===== config.mk =====
export PLATFORM = sky130hd
export DESIGN_NAME = traffic_ctl_nway
export DESIGN_NICKNAME = d
export VERILOG_FILES = /design/src/rtl/traffic_ctl_nway.sv
export SDC_FILE = /design/constraint.sdc
export NUM_CORES = 1
export LEC_CHECK = 0
export BUFFER_PORTS_ARGS = -buffer_cell sky130_fd_sc_hd__buf_2
export CAP_MARGIN = 20
export CORE_UTILIZATION = 40
export DETAILED_ROUTE_END_ITERATION = 10
export PLACE_DENSITY = 0.64
export SLEW_MARGIN = 20
export SYNTH_ARGS = -nofsm -noshare
export SYNTH_HDL_FRONTEND = slang
export SYNTH_SLANG_ARGS = --single-unit

===== constraint.sdc =====
create_clock -name CK -period 6.28 [get_ports CK]
set_input_delay 1.256 -clock CK [delete_from_list [all_inputs] [get_ports CK]]
set_output_delay 1.256 -clock CK [all_outputs]
set_load 0.01 [all_outputs]

===== src/rtl/traffic_ctl_nway.sv =====
// N-approach actuated traffic-light controller: round-robin service of latched demand,
// min/max green extension, all-red clearance and flashing-yellow mode.
module traffic_ctl_nway #(
  parameter int N_WAY       = 2,
  parameter int PRE_W       = 4,
  parameter int T_W         = 4,
  parameter int GRN_MIN     = 6,
  parameter int GRN_MAX     = 12,
  parameter int YLW_TIME    = 3,
  parameter int ALLRED_TIME = 1,
  localparam int A_W        = (N_WAY > 1) ? $clog2(N_WAY) : 1
) (
  input  logic             CK,
  input  logic             CLR_N,
  input  logic             TEST,
  input  logic             FLASH,
  input  logic [N_WAY-1:0] FM,
  output logic [N_WAY-1:0] GRN,
  output logic [N_WAY-1:0] YLW,
  output logic [N_WAY-1:0] RED,
  output logic [A_W-1:0]   ACTIVE,
  output logic             TICK,
  output logic [1:0]       DBG_STATE,
  output logic [N_WAY-1:0] DBG_DEM
);

  localparam logic [1:0] S_ALLRED = 2'd0;
  localparam logic [1:0] S_GREEN  = 2'd1;
  localparam logic [1:0] S_YELLOW = 2'd2;
  localparam logic [1:0] S_FLASH  = 2'd3;

  localparam logic [T_W-1:0] T_SAT   = '1;
  localparam logic [T_W-1:0] T_GMIN  = T_W'(GRN_MIN - 1);
  localparam logic [T_W-1:0] T_GMAX  = T_W'(GRN_MAX - 1);
  localparam logic [T_W-1:0] T_YLW   = T_W'(YLW_TIME - 1);
  localparam logic [T_W-1:0] T_ARED  = T_W'(ALLRED_TIME - 1);

  logic [1:0]       r_state, w_state_nxt;
  logic [T_W-1:0]   r_timer, w_timer_nxt, w_timer_inc;
  logic [PRE_W-1:0] r_pre;
  logic [A_W-1:0]   r_active, w_active_nxt;
  logic [A_W-1:0]   r_next, w_next_nxt, w_rr_next;
  logic [N_WAY-1:0] r_dem, w_dem_nxt;
  logic [N_WAY-1:0] w_act_oh, w_green_oh;
  logic             r_phase, w_phase_nxt;
  logic             w_tick, w_fm_act, w_other_dem, w_enter_green;
  int               w_best, w_dist;

  // In TEST the prescaler is parked and every cycle is a tick.
  assign w_tick = TEST | (&r_pre);

  always_ff @(posedge CK or negedge CLR_N) begin
    if (!CLR_N) begin
      r_pre <= '0;
    end else if (TEST) begin
      r_pre <= '0;
    end else begin
      r_pre <= r_pre + 1'b1;
    end
  end

  always_comb begin
    w_act_oh = '0;
    w_fm_act = 1'b0;
    for (int j = 0; j < N_WAY; j++) begin
      if (r_active == A_W'(j)) begin
        w_act_oh[j] = 1'b1;
        w_fm_act    = FM[j];
      end
    end
  end

  assign w_other_dem = |(r_dem & ~w_act_oh);
  assign w_green_oh  = (r_state == S_GREEN) ? w_act_oh : '0;

  // Round-robin pick: smallest forward distance from ACTIVE+1 among demanding approaches.
  always_comb begin
    w_rr_next = '0;
    w_best    = N_WAY;
    w_dist    = 0;
    for (int j = 0; j < N_WAY; j++) begin
      if (r_dem[j]) begin
        w_dist = (j + 2 * N_WAY - 1 - int'(r_active)) % N_WAY;
        if (w_dist < w_best) begin
          w_best    = w_dist;
          w_rr_next = A_W'(j);
        end
      end
    end
  end

  assign w_timer_inc = (r_timer == T_SAT) ? r_timer : r_timer + 1'b1;

  always_comb begin
    w_state_nxt   = r_state;
    w_timer_nxt   = r_timer;
    w_active_nxt  = r_active;
    w_next_nxt    = r_next;
    w_phase_nxt   = r_phase;
    w_enter_green = 1'b0;
    if (w_tick) begin
      w_timer_nxt = w_timer_inc;
      case (r_state)
        S_ALLRED: begin
          if (FLASH) begin
            w_state_nxt = S_FLASH;
            w_timer_nxt = '0;
            w_phase_nxt = 1'b1;
          end else if (r_timer == T_ARED) begin
            w_state_nxt   = S_GREEN;
            w_timer_nxt   = '0;
            w_active_nxt  = r_next;
            w_enter_green = 1'b1;
          end
        end
        S_GREEN: begin
          if (FLASH) begin
            w_state_nxt = S_YELLOW;
            w_timer_nxt = '0;
            w_next_nxt  = '0;
          end else if ((r_timer >= T_GMIN) && w_other_dem &&
                       (!w_fm_act || (r_timer >= T_GMAX))) begin
            w_state_nxt = S_YELLOW;
            w_timer_nxt = '0;
            w_next_nxt  = w_rr_next;
          end
        end
        S_YELLOW: begin
          if (r_timer == T_YLW) begin
            w_timer_nxt = '0;
            if (FLASH) begin
              w_state_nxt = S_FLASH;
              w_phase_nxt = 1'b1;
            end else begin
              w_state_nxt = S_ALLRED;
            end
          end
        end
        default: begin
          if (!FLASH) begin
            w_state_nxt = S_ALLRED;
            w_timer_nxt = '0;
            w_next_nxt  = '0;
            w_phase_nxt = 1'b0;
          end else begin
            w_phase_nxt = ~r_phase;
          end
        end
      endcase
    end
  end

  // Entering green clears that approach's demand even if its sensor is active this cycle.
  always_comb begin
    w_dem_nxt = r_dem | (FM & ~w_green_oh);
    if (r_state == S_FLASH) begin
      w_dem_nxt = '0;
    end else if (w_enter_green) begin
      for (int j = 0; j < N_WAY; j++) begin
        if (r_next == A_W'(j)) begin
          w_dem_nxt[j] = 1'b0;
        end
      end
    end
  end

  always_ff @(posedge CK or negedge CLR_N) begin
    if (!CLR_N) begin
      r_state  <= S_ALLRED;
      r_timer  <= '0;
      r_active <= '0;
      r_next   <= '0;
      r_dem    <= '0;
      r_phase  <= 1'b0;
    end else begin
      r_state  <= w_state_nxt;
      r_timer  <= w_timer_nxt;
      r_active <= w_active_nxt;
      r_next   <= w_next_nxt;
      r_dem    <= w_dem_nxt;
      r_phase  <= w_phase_nxt;
    end
  end

  always_comb begin
    GRN = '0;
    YLW = '0;
    RED = '1;
    case (r_state)
      S_GREEN: begin
        GRN = w_act_oh;
        RED = ~w_act_oh;
      end
      S_YELLOW: begin
        YLW = w_act_oh;
        RED = ~w_act_oh;
      end
      S_FLASH: begin
        YLW = {N_WAY{r_phase}};
        RED = '0;
      end
      default: begin
        RED = '1;
      end
    endcase
  end

  assign TICK      = w_tick & CLR_N;
  assign ACTIVE    = r_active;
  assign DBG_STATE = r_state;
  assign DBG_DEM   = r_dem;

endmodule


# Word-level counts from Yosys, hierarchy flattened
# Index checks and enable logic that the tools add are counted.
# Widths: inputs -> output; s select.
# totals
reg_bits	15
output_inout_bits	12
# classes
addsub	4
n_lt_le_gt_ge	4
n_eq_ne	10
mux	43
bitwise	13
reduce_logical	14
# ops
operator	count
$mux 32	2
$lt 2x32->1	1
$mux 4	8
$mux 2	10
$mux 1	17
$pmux 4 s3	1
$reduce_and 4->1	3
$add 4x1->4 const B	2
$pmux 2 s2	2
$pmux 2 s3	1
$reduce_or 2->1	3
$reduce_and 5->1	1
$and 2x2->2	2
$eq 2x2->1 const B	2
$eq 4x2->1 const B	1
$eq 4x4->1 const B	1
$ge 4x3->1 const B	1
$ge 4x4->1 const B	1
$logic_not 4->1	1
$ne 4x1->1 const B	1
$not 1->1	4
$not 2->2	2
$sub 3x1->4 const A	1
$and 1x1->1	3
16 further kinds	17

# Longest topological paths before layout
# Gate-level depths: netlist of the first run.
# depth
word_depth	11
ltp_mapped	8
mapped_depth_nobuf	7

# Worst setup path before layout of the first run
# No wires, ideal clock.
# synth_path
path_kind	input to output
from	input TEST
to	output TICK
t_arrival_ns	1.663
t_required_ns	5.024
path_slack_ns	3.361
stages	2
path_buffers	0
cell_sequence	a31o_4 -> and2_1
# synth_via
elab_chain_cells	2
# synth_lines
item	line_no	text
from (decl)	15	input logic TEST,
$or 1x1->1	50	assign w_tick = TEST | (&r_pre);
$and 1x1->1	208	assign TICK = w_tick & CLR_N;
to (decl)	22	output logic TICK,
# Every way passes these cells.

# Worst setup path after layout of the first run
# Ends and elaborated chain as after synthesis.

==> results of run 1 <==
## cells in the mapped netlist
cell type  number  area (um^2)
a211o_1         1        8.760
a211oi_1        2        15.01
a21boi_1        1        7.510
a21oi_1         8        40.04
a22oi_1         1        7.510
a31o_4          1        17.52
a31oi_1         2        12.51
a41oi_1         2        17.52
and2_1          1        6.260
buf_6           2        22.52
clkbuf_1        1        3.750
dfrtp_1        15        375.4
ha_1           10        125.1
inv_1          10        37.54
mux2_1          1        11.26
mux2i_1         1        10.01
nand2_1         3        11.26
nand2_2         1        6.260
nand2b_1        3        18.77
nand3_1         4        20.02
nand4_1         1        6.260
nor2_1         11        41.29
nor2b_1         6        37.54
nor3_1          4        20.02
nor3b_1         1        7.510
nor3b_4         1        18.77
o21a_1          1        7.510
o21ai_0         2        10.01
o21ai_1         8        40.04
o21ai_2         1        8.760
o221ai_1        1        8.760
o31ai_1         2        15.01
o41ai_1         2        17.52
or3_1           1        6.260
or3_4           1        11.26
or4_1           1        7.510
or4b_1          1        10.01
xnor2_1         1        8.760
xor2_1          1        8.760
## cell type report
class / count / area [um^2]
fill: 261 / 1310
multi-input combinational: 89 / 626.9
sequential: 15 / 375.4
timing repair buffer: 17 / 85.08
inverter: 10 / 37.54
tap: 30 / 37.54
clock buffer: 3 / 22.52
clock inverter: 1 / 5.005
## layout by cell type, fill, tap and decap left out, drive strengths merged
cell type  netlist  routed
buf              2      17
a211o            1       1
a21boi           1       1
nand2b           3       3
xnor2            1       1
a41oi            2       2
a31oi            2       2
nand4            1       1
nand2            4       4
nor3b            2       2
dfrtp           15      15
o21ai           11      11
ha              10      10
inv             10      10
xor2             1       1
or4              1       1
or3              2       2
o31ai            2       2
and2             1       1
nand3            4       4
o221ai           1       1
o21a             1       1
mux2             1       1
a211oi           2       2
a31o             1       1
clkinv           0       1
clkbuf           1       3
nor3             4       4
o41ai            2       2
nor2            11      11
a22oi            1       1
mux2i            1       1
a21oi            8       8
or4b             1       1
nor2b            6       6
## registers in the layout, indices dropped and copies added (netlist names)
| register | flops |
|---|---|
| ACTIVE | 1 |
| DBG_DEM | 2 |
| DBG_STATE | 2 |
| r_next | 1 |
| r_phase | 1 |
| r_pre | 4 |
| r_timer | 4 |
## per-stage QoR
| stage | std cells | utilization (%) | instance area, um^2 |
|---|---|---|---|
| final | 165 | 47.60 | 1190 |
| after detailed placement | 161 | 46.50 | 1162 |
| after global placement | 161 | 46.50 | 1162 |
| after CTS | 165 | 47.60 | 1190 |
| after floorplan | 117 | - | 1066 |
| after global routing | 165 | 47.60 | 1190 |
## kinds of logic after synthesis
kind of cell	count (synthesis)	share of synthesized area (%)
adders and majority gates	10	11.74
muxes	2	1.995
buffers and inverters	13	5.986
and+or+nand+nor	40	21.48
AOI/OAI and AO/OA	35	21.95
DFF	15	35.21
xor gates and xnor gates	2	1.643
## power by group
| group | switching (mW) | internal, mW |
|---|---|---|
| registers | 0.0491 | 0.129 |
| clock network | 0.0297 | 0.0236 |
| logic | 0.156 | 0.116 |
| total | 0.235 | 0.269 |
## routing by layer
metal  global-route usage, %  vias up  routed length [um]
met2                   29.79       17                1058
met4                   2.632        0                  13
met1                   21.90      432                1036
met3                   5.932        2                  72
li1                        -      461                   -
met5                       0        -                   0
## worst max-delay path by stage
| stage | from | to | slack (ns) |
|---|---|---|---|
| CTS | TEST | TICK | 3.07 |
| global route | CLR_N | TICK | 3.05 |
| global placement | TEST | TICK | 3.10 |
| finish | TEST | TICK | 3.08 |
| floorplan | TEST | TICK | 3.36 |
| detailed placement | TEST | TICK | 3.08 |
==> results.ini, run 1 <==
[worst_hold_path]
hold_depth=1
holdPathEnd=r_pre[0]
hp-start=r_pre[0]
hold_path.class=reg -> reg

[clock_tree]
worstSkewPairLatency_ns=0.28
cts_resized=0
cts_sinks=15
cts.clk_slew.worst_paths_ns=0.09
cts_buffers=3
clock_path_buffers=2
cts_hold_buf=0
cts_tree=built
htreeDepth=1
cts_setup_buffers=0
clockRootBuffer=clkbuf_4

[global_routing]
gr-total-overflow=0
antenna_found_initial=0
grt_pass1_vias=836
grt_pass1_wl_um=3608
grt_usage_pct=17.57
grt_max_degree=17

[synth]
ys_seq_area_share_pct=35.21
syn-instance-count=117
syn_area_mm2=0.001066
synth_area_per_cell_um2=9.111
synth_seq_cells=15
yosys_warnings=0
synth_cell_types=39
synth_fp_nets=133

[placement]
dp_hpwl_um=1741
gp_congestion=0.8006
port_buffers=17
preCtsSetupSlack_ns=3.078

[power]
vdd_drop_max_mv=0.2173
p_total_mw=0.5033
p_leak_nw=0.5639
power_density_mw_per_mm2=423.0

[floorplan]
ioPinCount=18
core_mm2=0.002500
rows=18
start_util_pct=42.64
die_y_um=53.63
fp.dieArea_mm2=0.002876
fp.dieW_um=53.63

[worst_setup_path]
crit_cells=4
worstPathRequired_ns=5.02
crit_family=buffers and inverters
r2r_slack_ns=4.09
arrival_ns=1.95
crit_fanout=9
reg2reg_to=DBG_STATE[1]
r2r_cells=7
timing.rr.start=DBG_STATE[0]
critical_path_buf_inv_count=2
max_stage_delay_ns=0.25
crit_top_cell=buf_2
timing_worst_setup_path_type=in -> out
crit_path_end_kind=primary output
slowest_stage=a31o_4
cp-start-kind=input pin
cp_cell_sequence=buf_2, a31o_4, and2_1, buf_2

[finish]
syn_to_final_growth_pct=11.62
antenna_cells=0
nNetsFinal=152
layout-drive-gt1-share_pct=19.26

[sta]
period_minus_slack_ns=3.204
finalMaxSlewViolations=0
finalWorstSetupSlack_ns=3.076
max-slew-margin-rel_pct=73.55
clock_skew_ns=0.006180
whs_ns=0.4659
worstMarginPinSlew_ns=0.3959
fmax_mhz=312.1
hold_viol=0
post-route-period-util_pct=51.01
rsz0062_at_grt=false
fin_setup_tns_ns=0
setup_viol=0

[route]
drt_iter0_markers=13
final_antenna_net_count=0
routedWlPerCell_um=13.21
num_vias=912
drc=0
wl_um=2180
vias_per_cell=5.527
drtPass1Iterations=5

[outcome]
status=completed

[flow_run]
cap_violations=0

(Power assumes the default switching activity.)
==> inputs of run 2 (changes only) <==
ABC_AREA = 1   (was not set)
PLACE_DENSITY = 0.66   (was 0.64)
clock period = 2.8 ns   (was 6.28 ns; I/O delays follow)
==> run 2 against run 1 <==
Critical path depth is 1 higher; utilization rose by 1.1 points; first-iteration DRC count grew 46%; die area rose by 2.6%; global-route usage fell by 0.59 points; clock power rose to 2.5 times the previous value; clock skew increased by 0.0011 ns; hold slack lost 0.31 ns; clock-buffer cell count unchanged; cell area up 3.3%; critical path type is now reg -> out; largest power group unchanged.
==> results.ini, run 2 <==
[outcome]
status=completed

[synth]
synth_fp_nets=165
synth_area_per_cell_um2=7.348
synth_most_common_cell=nand2_1
yosysTopAreaCell=dfrtp_1
synth_common_cells=nand2_1, nor2_1, inv_1
synth_cell_types=26
syn_area_mm2=0.001095
ys_seq_area_share_pct=34.29
synth_edf_count=0
synth.top_cell.area_share_pct=34.29
synthFlopType=dfrtp_1
synth_seq_cells=15
syn-instance-count=149
synthTopCellsByArea=dfrtp_1, nand2_1, ha_1
yosys_warnings=0
synth-async-reset-ratio_pct=100.0

[floorplan]
fp.dieArea_mm2=0.002950
ioPinCount=18
core_mm2=0.002522
die_y_um=54.32
start_util_pct=43.40
rows=18
fp.dieW_um=54.32

[finish]
antenna_cells=0
layout-drive-gt1-share_pct=20.83
syn_to_final_growth_pct=12.23
fill_cells=251
nNetsFinal=185
final_common_cell=nand2_1
layout_common_cells=nand2_1, nor2_1, inv_1, buf_2, dfrtp_1
top_regs=r_pre (4), r_timer (4)
final_cells=198
multi_input_area_um2=609.3
final-seq-area_um2=375.4
final_util_pct=48.71

[worst_setup_path]
r2r_cells=9
r2r_slack_ns=1.21
worstPathRequired_ns=2.24
timing_worst_setup_path_type=reg -> out
timing.rr.start=DBG_STATE[0]
arrival_ns=1.52
cp-start-kind=flip-flop
max_stage_delay_ns=0.45
cp_cell_sequence=inv_1, ha_1, nand2_1, o21a_1, buf_2
crit_fanout=6
slowest_stage=dfrtp_1
reg2reg_to=DBG_STATE[1]
crit_path_end_kind=primary output

[worst_hold_path]
hold_path.class=in -> async

[clock_tree]
cts_buffers=3
cts.clk_slew.worst_paths_ns=0.11
htreeDepth=1
clock_path_buffers=2
cts_hold_buf=0
clockRootBuffer=clkbuf_4
worstSkewPairLatency_ns=0.29
cts_setup_buffers=0
cts_sinks=15
cts_tree=built
cts_resized=0

[route]
routedWlPerCell_um=10.97
drt_iter0_markers=19
drc=0
final_antenna_net_count=0
drtPass1Iterations=4
vias_per_cell=4.939
num_vias=978
wl_um=2173

[sta]
period_minus_slack_ns=2.084
finalWorstSetupSlack_ns=0.7162
finalMaxSlewViolations=0
worstMarginPinSlew_ns=0.3598
rsz0062_at_grt=false
clock_skew_ns=0.007250
max-slew-margin-rel_pct=76.01
fmax_mhz=479.9
fin_setup_tns_ns=0
setup_viol=0
post-route-period-util_pct=74.42
hold_viol=0

[power]
p_leak_nw=0.6502
vdd_drop_max_mv=0.4182
power_density_mw_per_mm2=894.8

[placement]
port_buffers=17
preCtsSetupSlack_ns=1.047
dp.cells=194
gp_congestion=0.8016
dp_hpwl_um=1734

[global_routing]
gr-total-overflow=0
grt_max_degree=17
grt_pass1_wl_um=3484
grt_pass1_vias=838
grt_usage_pct=16.98
antenna_found_initial=0

[flow_run]
cap_violations=0

## run 2: cell count changes after synthesis, sizes merged, moves of 3 or more
cell | before | now
nand2 | 4 | 42
inv | 10 | 21
nor2 | 11 | 20
nor2b | 6 | 0
nand3 | 4 | 8
nand2b | 3 | 0
nand4 | 1 | 4
o22ai | 0 | 3
## run 2: power breakdown
part	switching, mW	internal [mW]
registers	0.0747	0.277
logic	0.374	0.238
clock network	0.0806	0.0544
total	0.530	0.570
## run 2: kinds of logic (layout without fill, tap and decap cells)
family / count (synthesis) / count (layout) / share of synthesized area (%)
adders and majority gates: 10 / 10 / 11.43
xor gates and xnor gates: 3 / 3 / 2.400
DFF: 15 / 15 / 34.29
AOI/OAI and AO/OA: 20 / 20 / 10.06
buffers and inverters: 25 / 44 / 10.06
and+or+nand+nor: 76 / 76 / 31.77
## run 2: layout make-up
class | count | share of cell area (%)
flip-flops and latches | 15 | 30.55
clock inverters | 1 | 0.6110
inverters | 23 | 7.434
clock buffers | 3 | 1.833
repair buffers | 17 | 6.925
multi-input cells | 109 | 49.59
well taps | 30 | 3.055
## run 2: worst max-delay path: cells and delay by family (launching register included)
family,cells,cell delay (ns)
buffers and inverters,2,0.24
DFF,1,0.45
AOI/OAI and AO/OA,1,0.11
adders and majority gates,1,0.34
and+or+nand+nor,1,0.09
## run 2: routing by layer
metal | share of wire, % | GRT usage (%) | vias up | wire length (um)
met5 | 0 | 0 | - | 0
met4 | 2.8 | 13.25 | 0 | 61
met3 | 3.7 | 4.167 | 6 | 80
met2 | 48 | 28.86 | 24 | 1053
met1 | 45 | 17.76 | 440 | 978
li1 | - | - | 508 | -
## run 2: how the worst max path moves through the flow
stage	from	endpoint	slack, ns	depth (start not counted)
3_3_place_gp	CLR_N	TICK	1.06	4
4_1_cts	DBG_STATE[0]	YLW[1]	0.70	5
3_5_place_dp	DBG_STATE[0]	YLW[1]	1.05	5
6_report	DBG_STATE[0]	RED[1]	0.72	5
5_1_grt	DBG_STATE[0]	YLW[1]	0.64	5
2_1_floorplan	DBG_STATE[0]	RED[0]	1.08	3
## run 2: stage by stage
step           hold WS, ns  power [mW]  cell area, um^2
6_report            0.1558       1.099             1229
5_1_grt             0.1615       1.221             1229
4_1_cts             0.1606       1.112             1229
3_5_place_dp        0.4506      0.9743             1199
3_3_place_gp        0.4392      0.9583             1199
2_1_floorplan       0.2644      0.8103             1095
==> inputs of run 3 (changes only) <==
PLACE_DENSITY = 0.64   (was 0.66)
clock period = 1.92 ns   (was 2.8 ns; I/O delays follow)
==> run 3 against run 2 <==
Non-clock buffer count increased by 1; worst setup slack got worse by 0.61 ns; die area unchanged; final cell count increased by 0.51%; cell area increased by 1.2%; clock skew about the same; sequential cell count unchanged; sequential share of layout area decreased by 0.17 points.
==> results.ini, run 3 (same netlist as run 2, synthesis figures left out) <==
[power]
power_density_mw_per_mm2=1306
vdd_drop_max_mv=0.7670
p_leak_nw=0.6507

[worst_setup_path]
crit_path_end_kind=primary output
cp-start-kind=flip-flop
worstPathRequired_ns=1.54
timing_worst_setup_path_type=reg -> out
crit_fanout=7
arrival_ns=1.43

[sta]
fmax_mhz=551.9
clock_skew_ns=0.007610
setup_viol=0
hold_viol=0
whs_ns=0.03330
finalMaxSlewViolations=0
period_minus_slack_ns=1.812
rsz0062_at_grt=false
post-route-period-util_pct=94.37
worstMarginPinSlew_ns=0.3217
fin_setup_tns_ns=0
max-slew-margin-rel_pct=78.41

[route]
drc=0
highest_layer=met4
wl_met1_um=1084
num_vias=968
final_antenna_net_count=0
dr_wl_met2_um=1029
drtPass1Iterations=4
wl_um=2183
wl_met3_um=56
vias_per_cell=4.864
drt_iter0_markers=12
routedWlPerCell_um=10.97

[clock_tree]
cts_hold_buf=0
cts_buffers=3
htreeDepth=1
cts_tree=built
clock_path_buffers=2
cts_sinks=15
cts.clk_slew.worst_paths_ns=0.11
cts_resized=0
cts_setup_buffers=0
clockRootBuffer=clkbuf_4
worstSkewPairLatency_ns=0.29

[global_routing]
antenna_found_initial=0
grt_pass1_wl_um=3594
grt_pass1_vias=850
grt_max_degree=16
grt_usage_pct=17.10
gr-total-overflow=0

[floorplan]
die_y_um=54.32
core_mm2=0.002522
fp.dieW_um=54.32
start_util_pct=43.40
ioPinCount=18
rows=18
fp.dieArea_mm2=0.002950

[finish]
layout_common_cells=nand2_1, nor2_1, buf_2, inv_1, dfrtp_1
top_regs=r_pre (4), r_timer (4)
syn_to_final_growth_pct=13.60
final_common_cell=nand2_1
nNetsFinal=186
antenna_cells=0
layout-drive-gt1-share_pct=23.67

[placement]
gp_congestion=0.7979
port_buffers=17
dp_hpwl_um=1724

[outcome]
status=completed

[worst_hold_path]
hold_path.class=in -> async

[flow_run]
cap_violations=0

[run 3: changes by cell type in the layout (fill, tap and decap cells not counted), sizes merged]
cell | before | now
buf | 17 | 18
[run 3: final timing paths]
path                               from            to  slack [ns]  cells after the start
setup / recovery           DBG_STATE[1]        RED[0]        0.11                      5
hold / removal                    CLR_N    DBG_DEM[0]        0.03                      2
setup reg to reg           DBG_STATE[0]  DBG_STATE[1]        0.41                      9
hold reg to reg                r_pre[0]      r_pre[0]        0.48                      1
max in group asynchronous         CLR_N  DBG_STATE[0]        1.68                      2
min in group CK                    TEST      r_pre[1]        0.31                      2
[run 3: area by class of cell]
class | count | area [um^2]
Tap cell | 30 | 37.54
Timing Repair Buffer | 18 | 92.59
Inverter | 23 | 93.84
Clock buffer | 3 | 22.52
Clock inverter | 1 | 7.507
Sequential cell | 15 | 377.9
Multi-Input combinational cell | 109 | 611.8
Fill cell | 253 | 1279
[run 3: report_power, final]
group          switching [mW]  leakage [nW]  internal, mW
combinational           0.558         0.446         0.351
clock                   0.113        0.0139        0.0790
sequential              0.114         0.190         0.409
total                   0.785         0.651         0.839
[run 3: critical path: stages (launching register included)]
cell	delay (ns)
dfrtp_2	0.44
inv_1	0.08
ha_1	0.31
nand2_1	0.07
o21ai_0	0.09
buf_2	0.15
[run 3: metal layers]
layer | global-route usage, % | up-vias
li1 | - | 517
met4 | 6.410 | 0
met3 | 2.500 | 2
met5 | 0 | -
met2 | 28.46 | 12
met1 | 22.17 | 437
[run 3: per-stage QoR]
step	cells	power, mW	cell area (um^2)	util [%]	worst slack (ns)
3_5_place_dp	195	1.426	1206	47.82	0.3465
4_1_cts	199	1.630	1236	49.01	0.01726
5_1_grt	199	1.808	1244	49.31	0.01298
6_report	199	1.624	1244	49.31	0.1080
2_1_floorplan	149	1.182	1095	-	0.3751
3_3_place_gp	195	1.406	1206	47.82	0.3720
